===== config.mk =====
export PLATFORM = sky130hd
export DESIGN_NAME = multicycle_control_fsm_flat
export DESIGN_NICKNAME = d
export VERILOG_FILES = /design/src/rtl/multicycle_control_fsm_pkg.sv /design/src/rtl/multicycle_control_fsm_if.sv /design/src/rtl/multicycle_control_fsm_opclass_decode.sv /design/src/rtl/multicycle_control_fsm.sv /design/src/flat_wrapper.sv
export SDC_FILE = /design/constraint.sdc
export NUM_CORES = 1
export LEC_CHECK = 0
export ABC_AREA = 1
export ABC_CLOCK_PERIOD_IN_PS = 5900
export CAP_MARGIN = 20
export CELL_PAD_IN_SITES_DETAIL_PLACEMENT = 0
export CELL_PAD_IN_SITES_GLOBAL_PLACEMENT = 1
export CORE_UTILIZATION = 36
export CTS_CLUSTER_DIAMETER = 200
export DETAILED_ROUTE_END_ITERATION = 16
export GPL_ROUTABILITY_DRIVEN = 0
export PLACE_DENSITY = 0.89
export RECOVER_POWER = 50
export SYNTH_ARGS = -nofsm -noshare
export SYNTH_HDL_FRONTEND = slang
export SYNTH_SLANG_ARGS = --single-unit

===== constraint.sdc =====
create_clock -name clk -period 5.9 [get_ports clk]
set_clock_uncertainty 0.1 [all_clocks]
set_input_delay 0.59 -clock clk [delete_from_list [all_inputs] [get_ports clk]]
set_output_delay 0.59 -clock clk [all_outputs]
set_load 0.005 [all_outputs]

===== src/rtl/multicycle_control_fsm_pkg.sv =====
// Shared definitions for the multi-cycle control unit: opcodes, FSM states,
// instruction classes and the datapath select encodings.
package cu_pkg;

  localparam logic [5:0] OP_R    = 6'b000000;
  localparam logic [5:0] OP_ADDI = 6'b001000;
  localparam logic [5:0] OP_SUBI = 6'b001001;
  localparam logic [5:0] OP_LI   = 6'b001010;
  localparam logic [5:0] OP_BEQ  = 6'b000100;
  localparam logic [5:0] OP_BNE  = 6'b000001;
  localparam logic [5:0] OP_BLT  = 6'b000011;
  localparam logic [5:0] OP_BGE  = 6'b000101;
  localparam logic [5:0] OP_J    = 6'b000010;
  localparam logic [5:0] OP_LW   = 6'b100011;
  localparam logic [5:0] OP_SW   = 6'b101011;

  typedef enum logic [2:0] {
    S_FETCH,
    S_DECODE,
    S_EXEC,
    S_MEM,
    S_WB,
    S_HALT
  } state_t;

  typedef enum logic [2:0] {
    C_RTYPE,
    C_IMM,
    C_LW,
    C_SW,
    C_BRANCH,
    C_JUMP,
    C_ILLEGAL
  } opclass_t;

  localparam logic [1:0] ALU_ADD  = 2'd0;
  localparam logic [1:0] ALU_SUB  = 2'd1;
  localparam logic [1:0] ALU_FUNC = 2'd2;
  localparam logic [1:0] ALU_SLT  = 2'd3;

  localparam logic [1:0] ASB_REGB = 2'd0;
  localparam logic [1:0] ASB_ONE  = 2'd1;
  localparam logic [1:0] ASB_IMM  = 2'd2;

  localparam logic [1:0] PCS_ALU    = 2'd0;
  localparam logic [1:0] PCS_ALUOUT = 2'd1;
  localparam logic [1:0] PCS_JUMP   = 2'd2;

endpackage


===== src/rtl/multicycle_control_fsm_if.sv =====
// Bundle between the control unit (slave) and the IR/memory/datapath side (master).
interface multicycle_control_fsm_if
  import cu_pkg::*;
#(
  parameter int ALUOP_W = 2
);
  // Memory handshake: mem_read/mem_write form a request that stays asserted,
  // with iord stable, until mem_ready is sampled high on a rising clk edge;
  // mem_ready is only meaningful while a request is outstanding.
  logic [5:0]         opcode;
  logic               mem_ready;
  logic               mem_read;
  logic               mem_write;
  logic               iord;
  logic               ir_write;
  logic               reg_write;
  logic               reg_dst;
  logic               mem_to_reg;
  logic               alu_src_a;
  logic [1:0]         alu_src_b;
  logic [ALUOP_W-1:0] alu_op;
  logic               pc_write;
  logic               pc_write_cond;
  logic               branch_flip;
  logic [1:0]         pc_src;
  logic               illegal_op;
  logic               halted;
  state_t             dbg_state;
  logic [5:0]         dbg_op_q;

  modport master (
    output opcode, mem_ready,
    input  mem_read, mem_write, iord, ir_write, reg_write, reg_dst, mem_to_reg,
           alu_src_a, alu_src_b, alu_op, pc_write, pc_write_cond, branch_flip,
           pc_src, illegal_op, halted, dbg_state, dbg_op_q
  );

  modport slave (
    input  opcode, mem_ready,
    output mem_read, mem_write, iord, ir_write, reg_write, reg_dst, mem_to_reg,
           alu_src_a, alu_src_b, alu_op, pc_write, pc_write_cond, branch_flip,
           pc_src, illegal_op, halted, dbg_state, dbg_op_q
  );

endinterface


===== src/rtl/multicycle_control_fsm_opclass_decode.sv =====
// Combinational opcode classifier; also yields the EXEC-state ALU operation
// and whether the branch condition is inverted.
module cu_opclass_decode
  import cu_pkg::*;
(
  input  logic [5:0] op,
  output opclass_t   cls,
  output logic [1:0] alu_op,
  output logic       branch_flip
);

  always_comb begin
    cls         = C_ILLEGAL;
    alu_op      = ALU_ADD;
    branch_flip = 1'b0;
    case (op)
      OP_R:    begin cls = C_RTYPE;  alu_op = ALU_FUNC; end
      OP_ADDI: begin cls = C_IMM;    alu_op = ALU_ADD;  end
      OP_LI:   begin cls = C_IMM;    alu_op = ALU_ADD;  end
      OP_SUBI: begin cls = C_IMM;    alu_op = ALU_SUB;  end
      OP_LW:   begin cls = C_LW;     alu_op = ALU_ADD;  end
      OP_SW:   begin cls = C_SW;     alu_op = ALU_ADD;  end
      OP_BEQ:  begin cls = C_BRANCH; alu_op = ALU_SUB;  end
      OP_BNE:  begin cls = C_BRANCH; alu_op = ALU_SUB; branch_flip = 1'b1; end
      OP_BLT:  begin cls = C_BRANCH; alu_op = ALU_SLT; branch_flip = 1'b1; end
      OP_BGE:  begin cls = C_BRANCH; alu_op = ALU_SLT;  end
      OP_J:    begin cls = C_JUMP;   alu_op = ALU_ADD;  end
      default: begin cls = C_ILLEGAL; end
    endcase
  end

endmodule


===== src/rtl/multicycle_control_fsm.sv =====
// Multi-cycle control unit: FETCH/DECODE/EXEC/MEM/WB sequencing with a
// memory-wait timeout that parks the machine in HALT until reset.
module multicycle_control_fsm
  import cu_pkg::*;
#(
  parameter int ALUOP_W = 2,
  parameter int TIMEOUT = 15
) (
  input logic                   clk,
  input logic                   rst,
  multicycle_control_fsm_if.slave bus
);

  localparam logic [7:0] WAIT_LAST = 8'(TIMEOUT - 1);

  state_t     state_q, state_d;
  logic [5:0] op_q;
  logic [7:0] wait_q, wait_d;
  logic [5:0] dec_op;
  opclass_t   cls;
  logic [1:0] dec_alu_op;
  logic       dec_flip;
  logic       mem_phase;
  logic       timeout_hit;

  // DECODE classifies the live opcode; later states reuse the latched copy.
  assign dec_op = (state_q == S_DECODE) ? bus.opcode : op_q;

  cu_opclass_decode u_dec (
    .op          (dec_op),
    .cls         (cls),
    .alu_op      (dec_alu_op),
    .branch_flip (dec_flip)
  );

  assign mem_phase   = (state_q == S_FETCH) || (state_q == S_MEM);
  assign timeout_hit = mem_phase && !bus.mem_ready && (wait_q == WAIT_LAST);

  always_ff @(posedge clk) begin
    if (rst) begin
      state_q <= S_FETCH;
      op_q    <= '0;
      wait_q  <= '0;
    end else begin
      state_q <= state_d;
      wait_q  <= wait_d;
      if (state_q == S_DECODE) op_q <= bus.opcode;
    end
  end

  always_comb begin
    state_d = state_q;
    case (state_q)
      S_FETCH: begin
        if (bus.mem_ready)    state_d = S_DECODE;
        else if (timeout_hit) state_d = S_HALT;
      end
      S_DECODE: state_d = (cls == C_ILLEGAL) ? S_FETCH : S_EXEC;
      S_EXEC: begin
        case (cls)
          C_RTYPE, C_IMM: state_d = S_WB;
          C_LW, C_SW:     state_d = S_MEM;
          default:        state_d = S_FETCH;
        endcase
      end
      S_MEM: begin
        if (bus.mem_ready)    state_d = (cls == C_LW) ? S_WB : S_FETCH;
        else if (timeout_hit) state_d = S_HALT;
      end
      S_WB:    state_d = S_FETCH;
      S_HALT:  state_d = S_HALT;
      default: state_d = S_FETCH;
    endcase
  end

  // The counter only survives consecutive not-ready cycles in the same state.
  always_comb begin
    wait_d = '0;
    if (mem_phase && !bus.mem_ready && (state_d == state_q)) wait_d = wait_q + 8'd1;
  end

  logic       mem_read_c, mem_write_c, iord_c, ir_write_c, reg_write_c;
  logic       reg_dst_c, mem_to_reg_c, alu_src_a_c, pc_write_c, pc_write_cond_c;
  logic       branch_flip_c, illegal_op_c, halted_c;
  logic [1:0] alu_src_b_c, alu_op_c, pc_src_c;

  always_comb begin
    mem_read_c      = 1'b0;
    mem_write_c     = 1'b0;
    iord_c          = 1'b0;
    ir_write_c      = 1'b0;
    reg_write_c     = 1'b0;
    reg_dst_c       = 1'b0;
    mem_to_reg_c    = 1'b0;
    alu_src_a_c     = 1'b0;
    alu_src_b_c     = ASB_REGB;
    alu_op_c        = ALU_ADD;
    pc_write_c      = 1'b0;
    pc_write_cond_c = 1'b0;
    branch_flip_c   = 1'b0;
    pc_src_c        = PCS_ALU;
    illegal_op_c    = 1'b0;
    halted_c        = 1'b0;
    case (state_q)
      S_FETCH: begin
        mem_read_c  = 1'b1;
        alu_src_b_c = ASB_ONE;
        ir_write_c  = bus.mem_ready;
        pc_write_c  = bus.mem_ready;
      end
      S_DECODE: illegal_op_c = (cls == C_ILLEGAL);
      S_EXEC: begin
        alu_op_c = dec_alu_op;
        case (cls)
          C_RTYPE: begin
            alu_src_a_c = 1'b1;
            alu_src_b_c = ASB_REGB;
          end
          C_IMM, C_LW, C_SW: alu_src_b_c = ASB_IMM;
          C_BRANCH: begin
            pc_write_cond_c = 1'b1;
            pc_src_c        = PCS_ALUOUT;
            branch_flip_c   = dec_flip;
          end
          C_JUMP: begin
            pc_write_c = 1'b1;
            pc_src_c   = PCS_JUMP;
          end
          default: ;
        endcase
      end
      S_MEM: begin
        iord_c      = 1'b1;
        mem_read_c  = (cls == C_LW);
        mem_write_c = (cls == C_SW);
      end
      S_WB: begin
        reg_write_c  = 1'b1;
        reg_dst_c    = (cls == C_RTYPE);
        mem_to_reg_c = (cls == C_LW);
      end
      S_HALT:  halted_c = 1'b1;
      default: ;
    endcase
  end

  // Reset masks every output so an aborted MEM cycle never strobes a write.
  assign bus.mem_read      = !rst && mem_read_c;
  assign bus.mem_write     = !rst && mem_write_c;
  assign bus.iord          = !rst && iord_c;
  assign bus.ir_write      = !rst && ir_write_c;
  assign bus.reg_write     = !rst && reg_write_c;
  assign bus.reg_dst       = !rst && reg_dst_c;
  assign bus.mem_to_reg    = !rst && mem_to_reg_c;
  assign bus.alu_src_a     = !rst && alu_src_a_c;
  assign bus.alu_src_b     = rst ? 2'd0 : alu_src_b_c;
  assign bus.alu_op        = rst ? '0 : ALUOP_W'(alu_op_c);
  assign bus.pc_write      = !rst && pc_write_c;
  assign bus.pc_write_cond = !rst && pc_write_cond_c;
  assign bus.branch_flip   = !rst && branch_flip_c;
  assign bus.pc_src        = rst ? 2'd0 : pc_src_c;
  assign bus.illegal_op    = !rst && illegal_op_c;
  assign bus.halted        = !rst && halted_c;
  assign bus.dbg_state     = state_q;
  assign bus.dbg_op_q      = op_q;

endmodule


===== src/flat_wrapper.sv =====
// flat-port wrapper written by rule: the top's interface ports become plain ports
module multicycle_control_fsm_flat import cu_pkg::*;
#(
  parameter int ALUOP_W = 2,
  parameter int TIMEOUT = 15
)
  (clk, rst, bus_opcode, bus_mem_ready, bus_mem_read, bus_mem_write, bus_iord, bus_ir_write, bus_reg_write, bus_reg_dst, bus_mem_to_reg, bus_alu_src_a, bus_alu_src_b, bus_alu_op, bus_pc_write, bus_pc_write_cond, bus_branch_flip, bus_pc_src, bus_illegal_op, bus_halted, bus_dbg_state, bus_dbg_op_q);
  multicycle_control_fsm_if #(.ALUOP_W(ALUOP_W)) bus_i ();
  input logic clk;
  input logic rst;
  input wire logic [$bits(bus_i.opcode)-1:0] bus_opcode;
  input wire logic [$bits(bus_i.mem_ready)-1:0] bus_mem_ready;
  output wire logic [$bits(bus_i.mem_read)-1:0] bus_mem_read;
  output wire logic [$bits(bus_i.mem_write)-1:0] bus_mem_write;
  output wire logic [$bits(bus_i.iord)-1:0] bus_iord;
  output wire logic [$bits(bus_i.ir_write)-1:0] bus_ir_write;
  output wire logic [$bits(bus_i.reg_write)-1:0] bus_reg_write;
  output wire logic [$bits(bus_i.reg_dst)-1:0] bus_reg_dst;
  output wire logic [$bits(bus_i.mem_to_reg)-1:0] bus_mem_to_reg;
  output wire logic [$bits(bus_i.alu_src_a)-1:0] bus_alu_src_a;
  output wire logic [$bits(bus_i.alu_src_b)-1:0] bus_alu_src_b;
  output wire logic [$bits(bus_i.alu_op)-1:0] bus_alu_op;
  output wire logic [$bits(bus_i.pc_write)-1:0] bus_pc_write;
  output wire logic [$bits(bus_i.pc_write_cond)-1:0] bus_pc_write_cond;
  output wire logic [$bits(bus_i.branch_flip)-1:0] bus_branch_flip;
  output wire logic [$bits(bus_i.pc_src)-1:0] bus_pc_src;
  output wire logic [$bits(bus_i.illegal_op)-1:0] bus_illegal_op;
  output wire logic [$bits(bus_i.halted)-1:0] bus_halted;
  output wire logic [$bits(bus_i.dbg_state)-1:0] bus_dbg_state;
  output wire logic [$bits(bus_i.dbg_op_q)-1:0] bus_dbg_op_q;
  assign bus_i.opcode = bus_opcode;
  assign bus_i.mem_ready = bus_mem_ready;
  assign bus_mem_read = bus_i.mem_read;
  assign bus_mem_write = bus_i.mem_write;
  assign bus_iord = bus_i.iord;
  assign bus_ir_write = bus_i.ir_write;
  assign bus_reg_write = bus_i.reg_write;
  assign bus_reg_dst = bus_i.reg_dst;
  assign bus_mem_to_reg = bus_i.mem_to_reg;
  assign bus_alu_src_a = bus_i.alu_src_a;
  assign bus_alu_src_b = bus_i.alu_src_b;
  assign bus_alu_op = bus_i.alu_op;
  assign bus_pc_write = bus_i.pc_write;
  assign bus_pc_write_cond = bus_i.pc_write_cond;
  assign bus_branch_flip = bus_i.branch_flip;
  assign bus_pc_src = bus_i.pc_src;
  assign bus_illegal_op = bus_i.illegal_op;
  assign bus_halted = bus_i.halted;
  assign bus_dbg_state = bus_i.dbg_state;
  assign bus_dbg_op_q = bus_i.dbg_op_q;
  multicycle_control_fsm #(.ALUOP_W(ALUOP_W), .TIMEOUT(TIMEOUT)) u_core (.clk(clk), .rst(rst), .bus(bus_i));
endmodule

==> key figures <==
Worst setup path
  – Critical Path Source: u_core.bus.dbg_state[2]$_SDFF_PP0_
  – CP Max Fanout: 12
  – R2r endpoint: u_core.wait_q[1]$_SDFF_PP0_
  – Critical Path Sink: bus_pc_src[0]
  – CP Launch Type: flop
  – Crit path max-delay cell type: clkdlybuf4s50_1
  – Worst path cell trace: inv_2 -> nand3_1 -> nand2_1 -> nand2_1 -> nor2_1 -> nand3_1 -> nand2_1 -> nor2_4 -> nand2_4 -> nand3_4 -> nor2_1 -> clkdlybuf4s50_1
  – Launch point of the worst reg-to-reg path: u_core.bus.dbg_state[2]$_SDFF_PP0_
  – Crit path arrival time: 3.29 ns
  – R2R cell count: 12
  – Largest stage delay on the critical path: 0.54 ns
  – Req. time, crit path: 5.21 ns
  – Crit path kind: reg2out
  – Worst path most repeated cell: nand2_1
  – CP Capture Type: output port
  – Reg2reg setup slack: 2.98 ns

Die
  – Die W: 63.5 um
  – Cell row count: 21
  – Io pins: 37
  – Die height: 63.5 um
  – Core area: 3470 um^2
  – Starting Density: 0.392
  – Die area: 4030 um^2

Logic synthesis
  – Seq cells post-synth: 17
  – Top cell type's share of synthesized area: 0.250
  – Simple-Gate Fraction of Synth Area: 0.537
  – Synth Net Count: 214
  – Largest family of logic cells by synthesized area: simple AND/OR/NAND/NOR gates
  – Post-synth top cells: nand2_1 (46), inv_1 (25), nor2_1 (23)
  – Post-synth EDFFs: 0
  – Cells after synthesis: 203
  – Post-Synthesis Cell Area: 1360 um^2
  – Most common cell in the synthesized netlist: nand2_1
  – Ys async rst share: 0
  – Synth top area cells: dfxtp_1 (25%), nand2_1 (13%), nand3_2 (7.4%)
  – Area leader, netlist: dfxtp_1
  – Average size of a mapped cell: 6.71 um^2
  – Post-synthesis mux area share: 0
  – Synth Area in Compound Gates: 0.0524
  – Main synth FF type: dfxtp_1
  – Library cells used by synthesis: 30
  – Yosys warns: 0
  – Seq/Total Area, Yosys: 0.250
  – Adder-Cell Fraction of Synth Area: 0.0184
  – XOR/XNOR share of the synthesized area: 0.0322

Clock tree
  – H-tree levels: 1
  – CTS max path bufs: 2
  – Clk sinks: 17
  – Postcts setup bufs: 0
  – CTS root buffer: clkbuf_8
  – Skew-Pair Late Insertion Delay: 0.25 ns
  – TritonCTS clock tree: done
  – Hold buffer count at CTS: 0
  – Resize count post-CTS: 0
  – CTS Buf Count: 3
  – Clock slew at reported path FFs: 0.06 ns

Status
  – Status: complete, no violations

Route
  – Final ANT Viol Nets: 0
  – Via density: 4.65
  – Pre-Repair DR Iteration Count: 4
  – Via count: 1315
  – Drt initial violations: 89
  – Aggregate routed wire length: 3.16 mm
  – Wire per inst: 11.2 um
  – DRC: 0

Global route
  – Largest net degree at the start of global routing: 18
  – Gr usage total: 0.178
  – Vias in the first global route: 1277
  – Initial antenna violation count: 0
  – Total grt overflow: 0
  – First-pass GRT wire length: 5.79 mm

Final layout
  – Layout area overhead: 28.7%
  – Share of cells above drive strength 1: 0.203
  – Area of the multi-input gates: 838 um^2
  – # fillers: 371
  – Register area: 340 um^2
  – Ant. Diodes: 0
  – Nets: 249

Power
  – Net Sw Frac: 0.475
  – Int Pwr: 0.000295 W
  – LEAKAGE: 0.762 nW
  – VDD IR max: 0.179 mV
  – Power per Cell Area: 321 nW/um^2
  – P_sw: 0.000267 W
  – Sequential power share: 0.262
  – Total power: 0.000562 W
  – Clk network pwr share: 0.154
  – Comb pwr share: 0.584

STA
  – Tightest Pin Transition: 0.655 ns
  – Setup violators final: 0
  – Final Hold Viols: 0
  – Fmax: 0.252 GHz
  – Max transition margin: 0.562
  – Final setup TNS: 0 ns
  – Worst hold slack: 0.371 ns
  – Min Tclk post-route: 3.98 ns
  – Slew Limit Fails: 0
  – Setup repair after global routing missed its margin: false
  – Fin crit share: 0.674

Place
  – IO Port Bufs: 36
  – Detail Placement HPWL: 2.53 mm

Min path
  – Worst hold-check path type: reg2reg

Run
  – Max_cap viols: 0
cells by family (layout without fill, tap and decap cells):
group,count (synthesis),after routing
AND/OR/NAND/NOR,133,133
AO/OA/AOI/OAI,11,11
XOR/XNOR,5,5
adder cells (fa/ha/maj),2,2
buffers and inverters,35,69
flip-flops,17,17
power by group through the flow:
| stage | clock network (W) | registers [W] | logic [W] |
|---|---|---|---|
| after global routing | 0.0000953 | 0.000151 | 0.000369 |
| after CTS | 0.0000903 | 0.000149 | 0.000349 |
| after detailed placement | 0 | 0.000151 | 0.000347 |
| after floorplan | 0 | 0.000145 | 0.000262 |
| after global placement | 0 | 0.000151 | 0.000348 |
| final | 0.0000864 | 0.000147 | 0.000328 |
registers in the layout (all words and copies together) (netlist names):
name                  flops
u_core.wait_q             8
u_core.bus.dbg_state      3
u_core.bus.dbg_op_q       6
cells in the final DEF, fill, tap and decap left out:
cell type / instances
a31o_2: 1
a21oi_1: 3
nand3_4: 1
o21ai_0: 2
nand2_2: 8
nor3_2: 3
nor2_1: 25
nand2_1: 47
nor3_1: 3
and3_1: 1
clkbuf_8: 3
clkinv_2: 1
ha_1: 2
o211ai_1: 1
nand4_1: 2
nor2_2: 14
xor2_1: 4
nand2_4: 1
inv_1: 25
clkdlybuf4s50_1: 26
dlygate4sd3_1: 10
nand3_1: 15
nor2_4: 2
a31oi_1: 2
nor4_1: 2
dfxtp_1: 17
a21oi_2: 2
nand3b_1: 1
inv_2: 4
nand3_2: 8
xnor2_1: 1
worst max-delay path: cells and delay by family, from the launching register on:
kind                   cells  cell delay [ns]
and+or+nand+nor           10             1.90
buffers and inverters      2             0.75
DFF                        1             0.38
area by class of cell:
| cell class | count | share of cell area |
|---|---|---|
| tap | 46 | 0.0329 |
| clock buffer | 3 | 0.0236 |
| clock inverter | 1 | 0.00286 |
| multi-input combinational | 151 | 0.479 |
| sequential | 17 | 0.194 |
| inverter | 29 | 0.0621 |
| timing repair buffer | 36 | 0.206 |
per-stage QoR:
| stage | util | instance area (um^2) | std cells | setup slack, ns |
|---|---|---|---|---|
| after floorplan | - | 1360 | 203 | 3.47 |
| after global placement | 0.501 | 1740 | 279 | 2.33 |
| after detailed placement | 0.501 | 1740 | 279 | 2.30 |
| after CTS | 0.514 | 1780 | 283 | 2.27 |
| after global routing | 0.505 | 1750 | 283 | 1.57 |
| final | 0.505 | 1750 | 283 | 1.92 |
layer usage:
layer	wire length, um	global-route usage	up-vias
met3	146	0.0380	4
met5	0	0	-
li1	-	-	707
met1	1630	0.250	572
met4	22	0.0426	0
met2	1370	0.273	32
worst min-delay path by stage:
stage,end,start,cells past startpoint
floorplan,u_core.wait_q[0]$_SDFF_PP0_,u_core.wait_q[0]$_SDFF_PP0_,1
global placement,u_core.wait_q[0]$_SDFF_PP0_,u_core.wait_q[0]$_SDFF_PP0_,1
detailed placement,u_core.wait_q[0]$_SDFF_PP0_,u_core.wait_q[0]$_SDFF_PP0_,1
CTS,u_core.wait_q[0]$_SDFF_PP0_,u_core.wait_q[0]$_SDFF_PP0_,1
global route,u_core.wait_q[0]$_SDFF_PP0_,u_core.wait_q[0]$_SDFF_PP0_,1
finish,u_core.wait_q[0]$_SDFF_PP0_,u_core.wait_q[0]$_SDFF_PP0_,1
No activity file was read; power rests on OpenSTA's default activity.
==> RTL edit 1: new RTL, same settings <==
`ALUOP_W` is set to 2 in 3 places; all go to 4.
--- a/src/rtl/multicycle_control_fsm_if.sv
+++ b/src/rtl/multicycle_control_fsm_if.sv
@@ -2,7 +2,7 @@
 interface multicycle_control_fsm_if
   import cu_pkg::*;
 #(
-  parameter int ALUOP_W = 2
+  parameter int ALUOP_W = 4
 );
   // Memory handshake: mem_read/mem_write form a request that stays asserted,
   // with iord stable, until mem_ready is sampled high on a rising clk edge;
--- a/src/rtl/multicycle_control_fsm.sv
+++ b/src/rtl/multicycle_control_fsm.sv
@@ -3,7 +3,7 @@
 module multicycle_control_fsm
   import cu_pkg::*;
 #(
-  parameter int ALUOP_W = 2,
+  parameter int ALUOP_W = 4,
   parameter int TIMEOUT = 15
 ) (
   input logic                   clk,
--- a/src/flat_wrapper.sv
+++ b/src/flat_wrapper.sv
@@ -1,7 +1,7 @@
 // flat-port wrapper written by rule: the top's interface ports become plain ports
 module multicycle_control_fsm_flat import cu_pkg::*;
 #(
-  parameter int ALUOP_W = 2,
+  parameter int ALUOP_W = 4,
   parameter int TIMEOUT = 15
 )
   (clk, rst, bus_opcode, bus_mem_ready, bus_mem_read, bus_mem_write, bus_iord, bus_ir_write, bus_reg_write, bus_reg_dst, bus_mem_to_reg, bus_alu_src_a, bus_alu_src_b, bus_alu_op, bus_pc_write, bus_pc_write_cond, bus_branch_flip, bus_pc_src, bus_illegal_op, bus_halted, bus_dbg_state, bus_dbg_op_q);
Interface: changed (resized bus_alu_op); port bits go from 37 to 39. No check against the original RTL was run, so the function may have changed too.
==> RTL edit 1 against the unedited design <==
Core utilization shrank 2.1 points; design area grew 1.1%; sequential cell count is the same; wire length shrank 0.47%; sequential share of layout area shrank 0.22 points; area after synthesis grew 1.4%; die area grew 1.3%; setup slack lost 0.11 ns; final cell count grew 1.4%; non-clock buffer count is the same; total power grew 0.85%; first-iteration DRC count grew 17%; critical endpoint unchanged; highest routed layer is now met3.
==> RTL edit 1: results (changes against the unedited design) <==
metric	value	unit	change
htreeDepth	1		unchanged
drtIter0Drc	104		+17%
grt_pass1_wl	5330	um	-8.0%
synth.area.mux_share	0	%	unchanged
synth_fa_ha_area_share	1.81	%	-0.025 points
crit_path_max_fanout	12		unchanged
post_cts_resized	0		unchanged
cp_data_arrival_time	3.39	ns	+0.10 ns
drive_above_1_share	20.1	%	-0.17 points
cts_root_buffer	clkbuf_8		
worstHoldPathType	reg -> reg		
num-fill-cells	374		+0.81%
synth_xor_area_share	3.17	%	-0.044 points
crit_slowest_cell	clkdlybuf4s50_1		
synth_top_flop_cell	dfxtp_1		
dp_hpwl	2540	um	+0.72%
ys_async_sr_fraction	0	%	unchanged
synth-seq-area-share	24.7	%	-0.34 points
p_seq	0.000147	W	about the same
n_antenna_cell	0		unchanged
grt_max_degree	18		unchanged
rrSetupSlack	2.82	ns	-0.16 ns
p_clk	0.0000878	W	+2%
yosysWarnings	0		unchanged
peakVddDrop	198	uV	+11%
status	completed		
pre_cts_ws	2.27	ns	-0.0360 ns
critPathTopFamily	simple AND/OR/NAND/NOR gates		
routedWlPerCell	11.0	um	-1.9%
period_needed	4.08	ns	+0.108 ns
max_stage_delay	0.51	ns	-0.03 ns
postCtsSetupRepairBufs	0		unchanged
synth_top_family_by_area	simple AND/OR/NAND/NOR gates		
grt_pass1_vias	1271		-0.47%
via_per_inst	4.69		+1.0%
synth_compound_area_share	5.17	%	-0.071 points
worst_pin_slew	0.632	ns	-0.0235 ns
grt_usage	16.2	%	-1.6 points
insertion_delay	0.25	ns	about the same
dr.pass1.iters	4		unchanged
swShare	47.6	%	+0.16 points
clk_path_buf_depth	2		unchanged
synth_cell_type_count	31		+3.3%
ys_top_cells_by_area	dfxtp_1 25%, nand2_1 13%, nand3_2 7.3%		
p_leak	0.764	nW	+0.34%
largest_register_ffs	8		unchanged
fin_nets	251		+0.80%
netlist_top_cells_count	46 x nand2_1, 25 x inv_1, 23 x nor2_1, 17 x dfxtp_1, 14 x nor2_2		
## RTL edit 1: cells by family (layout without fill, tap and decap cells)
| group | Yosys count | after routing |
|---|---|---|
| AO/OA/AOI/OAI | 11 | 11 |
| XOR/XNOR | 5 | 5 |
| adder cells (fa/ha/maj) | 2 | 2 |
| buffers and inverters | 37 | 69 |
| flip-flops | 17 | 17 |
| other | 1 | 2 |
| AND/OR/NAND/NOR | 133 | 133 |
## RTL edit 1: worst paths after layout
path,end,startpoint,depth (start not counted)
setup reg to reg,u_core.wait_q[5],u_core.bus.dbg_state[2],12
hold / removal,u_core.wait_q[0],u_core.wait_q[0],1
hold reg to reg,u_core.wait_q[0],u_core.wait_q[0],1
setup / recovery,bus_pc_src[0],u_core.bus.dbg_state[2],12
## RTL edit 1: cell type report
type | instances | area share (%)
Clock buffer | 3 | 2.33
Clock inverter | 1 | 0.424
Inverter | 29 | 6.14
Multi-Input combinational cell | 153 | 48.2
Sequential cell | 17 | 19.2
Tap cell | 48 | 3.39
Timing Repair Buffer | 36 | 20.3
## RTL edit 1: stage by stage
step                      hold WS (ns)  power, W  area [um2]  std cells
after floorplan                  0.339  0.000409        1380        207
after global placement           0.355  0.000499        1750        283
after detailed placement         0.357  0.000500        1750        283
after CTS                        0.379  0.000590        1800        287
after global routing             0.404  0.000619        1770        287
final                            0.373  0.000566        1770        287
## RTL edit 1: routing by layer
metal / global-route usage, % / part of all wire (%) / wire, um / up-vias
met5: 0 / 0 / 0 / -
met4: 1.99 / 0 / 0 / 0
met3: 3.39 / 4.6 / 146 / 0
met2: 31.5 / 51 / 1600 / 33
met1: 18.2 / 45 / 1400 / 611
li1: - / - / - / 703
==> RTL edit 2: new RTL, same flow settings <==
Without the edit above. `TIMEOUT` is set to 15 in 2 places; all go to 8.
--- a/src/rtl/multicycle_control_fsm.sv
+++ b/src/rtl/multicycle_control_fsm.sv
@@ -4,7 +4,7 @@
   import cu_pkg::*;
 #(
   parameter int ALUOP_W = 2,
-  parameter int TIMEOUT = 15
+  parameter int TIMEOUT = 8
 ) (
   input logic                   clk,
   input logic                   rst,
--- a/src/flat_wrapper.sv
+++ b/src/flat_wrapper.sv
@@ -2,7 +2,7 @@
 module multicycle_control_fsm_flat import cu_pkg::*;
 #(
   parameter int ALUOP_W = 2,
-  parameter int TIMEOUT = 15
+  parameter int TIMEOUT = 8
 )
   (clk, rst, bus_opcode, bus_mem_ready, bus_mem_read, bus_mem_write, bus_iord, bus_ir_write, bus_reg_write, bus_reg_dst, bus_mem_to_reg, bus_alu_src_a, bus_alu_src_b, bus_alu_op, bus_pc_write, bus_pc_write_cond, bus_branch_flip, bus_pc_src, bus_illegal_op, bus_halted, bus_dbg_state, bus_dbg_op_q);
   multicycle_control_fsm_if #(.ALUOP_W(ALUOP_W)) bus_i ();
Function: changed (Yosys sat finds a counterexample within 10 cycles, from zero or initial values and one cycle with rst high).
==> RTL edit 2 against the unedited design <==
Sequential cell count unchanged; design area shrank 5.2%; core utilization is 1.5 points lower; area after synthesis down 5.3%; setup slack gained 0.25 ns; wire length down 3.4%; worst hold slack got worse by 0.0096 ns; non-clock buffer count unchanged; critical path type is now in -> out; highest routed layer unchanged.
Power is not compared: it rests on default switching activity, and its combinational part moved more than twofold at a synthesized area within 25%.
==> RTL edit 2: results (changes against the unedited design) <==
metric	value	unit	change
status	completed		
synth_cell_type_count	32		+6.7%
synth_fp_nets	206		-3.7%
clkTransAtPathRegs	0.09	ns	+0.03 ns
insertion_delay	0.28	ns	+0.03 ns
fin_cells	277		-2.1%
cts_root_buffer	clkbuf_4		
grt_pass1_wl	4960	um	-14%
dp_hpwl	2470	um	-2.4%
via_count	1292		-1.7%
num-fill-cells	338		-8.9%
crit_path_max_fanout	17		+5
drtIter0Drc	67		-25%
ff2ff_path_depth	11		-1
netlist_top_cells_count	45 x nor2_1, 33 x nand2_1, 23 x inv_1, 17 x dfxtp_1, 14 x nand3_1		
grt_pass1_vias	1165		-8.8%
r2r_start	u_core.bus.dbg_state[0]		
pre_cts_ws	2.21	ns	-0.0948 ns
drive_above_1_share	13.9	%	-6.4 points
grt_usage	17.5	%	-0.30 points
max_stage_delay	0.77	ns	+0.23 ns
holdWs	0.362	ns	-0.00959 ns
wirelength	3050	um	-3.4%
ys_top_cells_by_area	dfxtp_1 26%, nor2_1 13%, nand2_1 9.6%		
crit_slowest_cell	dlygate4sd3_1		
place_inst	273		-2.2%
placed_area	1660	um2	-4.2%
-- RTL edit 2: worst max path at each step --
stage | from | to | slack, ns
finish | rst | bus_pc_write_cond | 2.17
global route | rst | bus_branch_flip | 1.95
detailed placement | rst | bus_pc_write_cond | 2.21
global placement | rst | bus_pc_src[1] | 2.27
CTS | rst | bus_pc_write_cond | 2.21
floorplan | u_core.bus.dbg_state[0] | bus_pc_src[0] | 3.47
-- RTL edit 2: where the power goes --
part | internal, W | total, W | leakage, nW | switching (W)
logic | 0.0000469 | 0.000123 | 0.572 | 0.0000761
registers | 0.000121 | 0.000127 | 0.138 | 0.00000629
clock network | 0.0000262 | 0.0000600 | 0.0150 | 0.0000338
-- RTL edit 2: worst max-delay path: cells and delay by family --
kind,cells,cell delay (ns)
simple gates,3,1.16
buf+inv,2,1.29
-- RTL edit 2: per-layer routing --
| layer | track usage, % | vias to the layer above | wire (um) |
|---|---|---|---|
| li1 | - | 684 | - |
| met1 | 23.6 | 579 | 1510 |
| met2 | 27.5 | 27 | 1380 |
| met3 | 5.38 | 2 | 152 |
| met4 | 3.81 | 0 | 10 |
| met5 | 0 | - | 0 |
-- RTL edit 2: logic make-up (layout without fill, tap and decap cells) --
logic type / count (synthesis) / after routing / share of synthesized area (%)
buf+inv: 30 / 65 / 10.8
xor+xnor: 6 / 6 / 4.08
simple gates: 131 / 131 / 51.8
compound gates: 11 / 11 / 5.92
flops: 17 / 17 / 26.4
fa+ha+maj: 1 / 1 / 0.971
-- RTL edit 2: cell type report --
class | instances | area, um2 | area share (%)
clock buffers | 4 | 26.3 | 1.58
inverters | 25 | 96.3 | 5.80
repair buffers | 36 | 360 | 21.7
multi-input cells | 149 | 779 | 46.9
flip-flops and latches | 17 | 340 | 20.5
well taps | 46 | 57.6 | 3.47
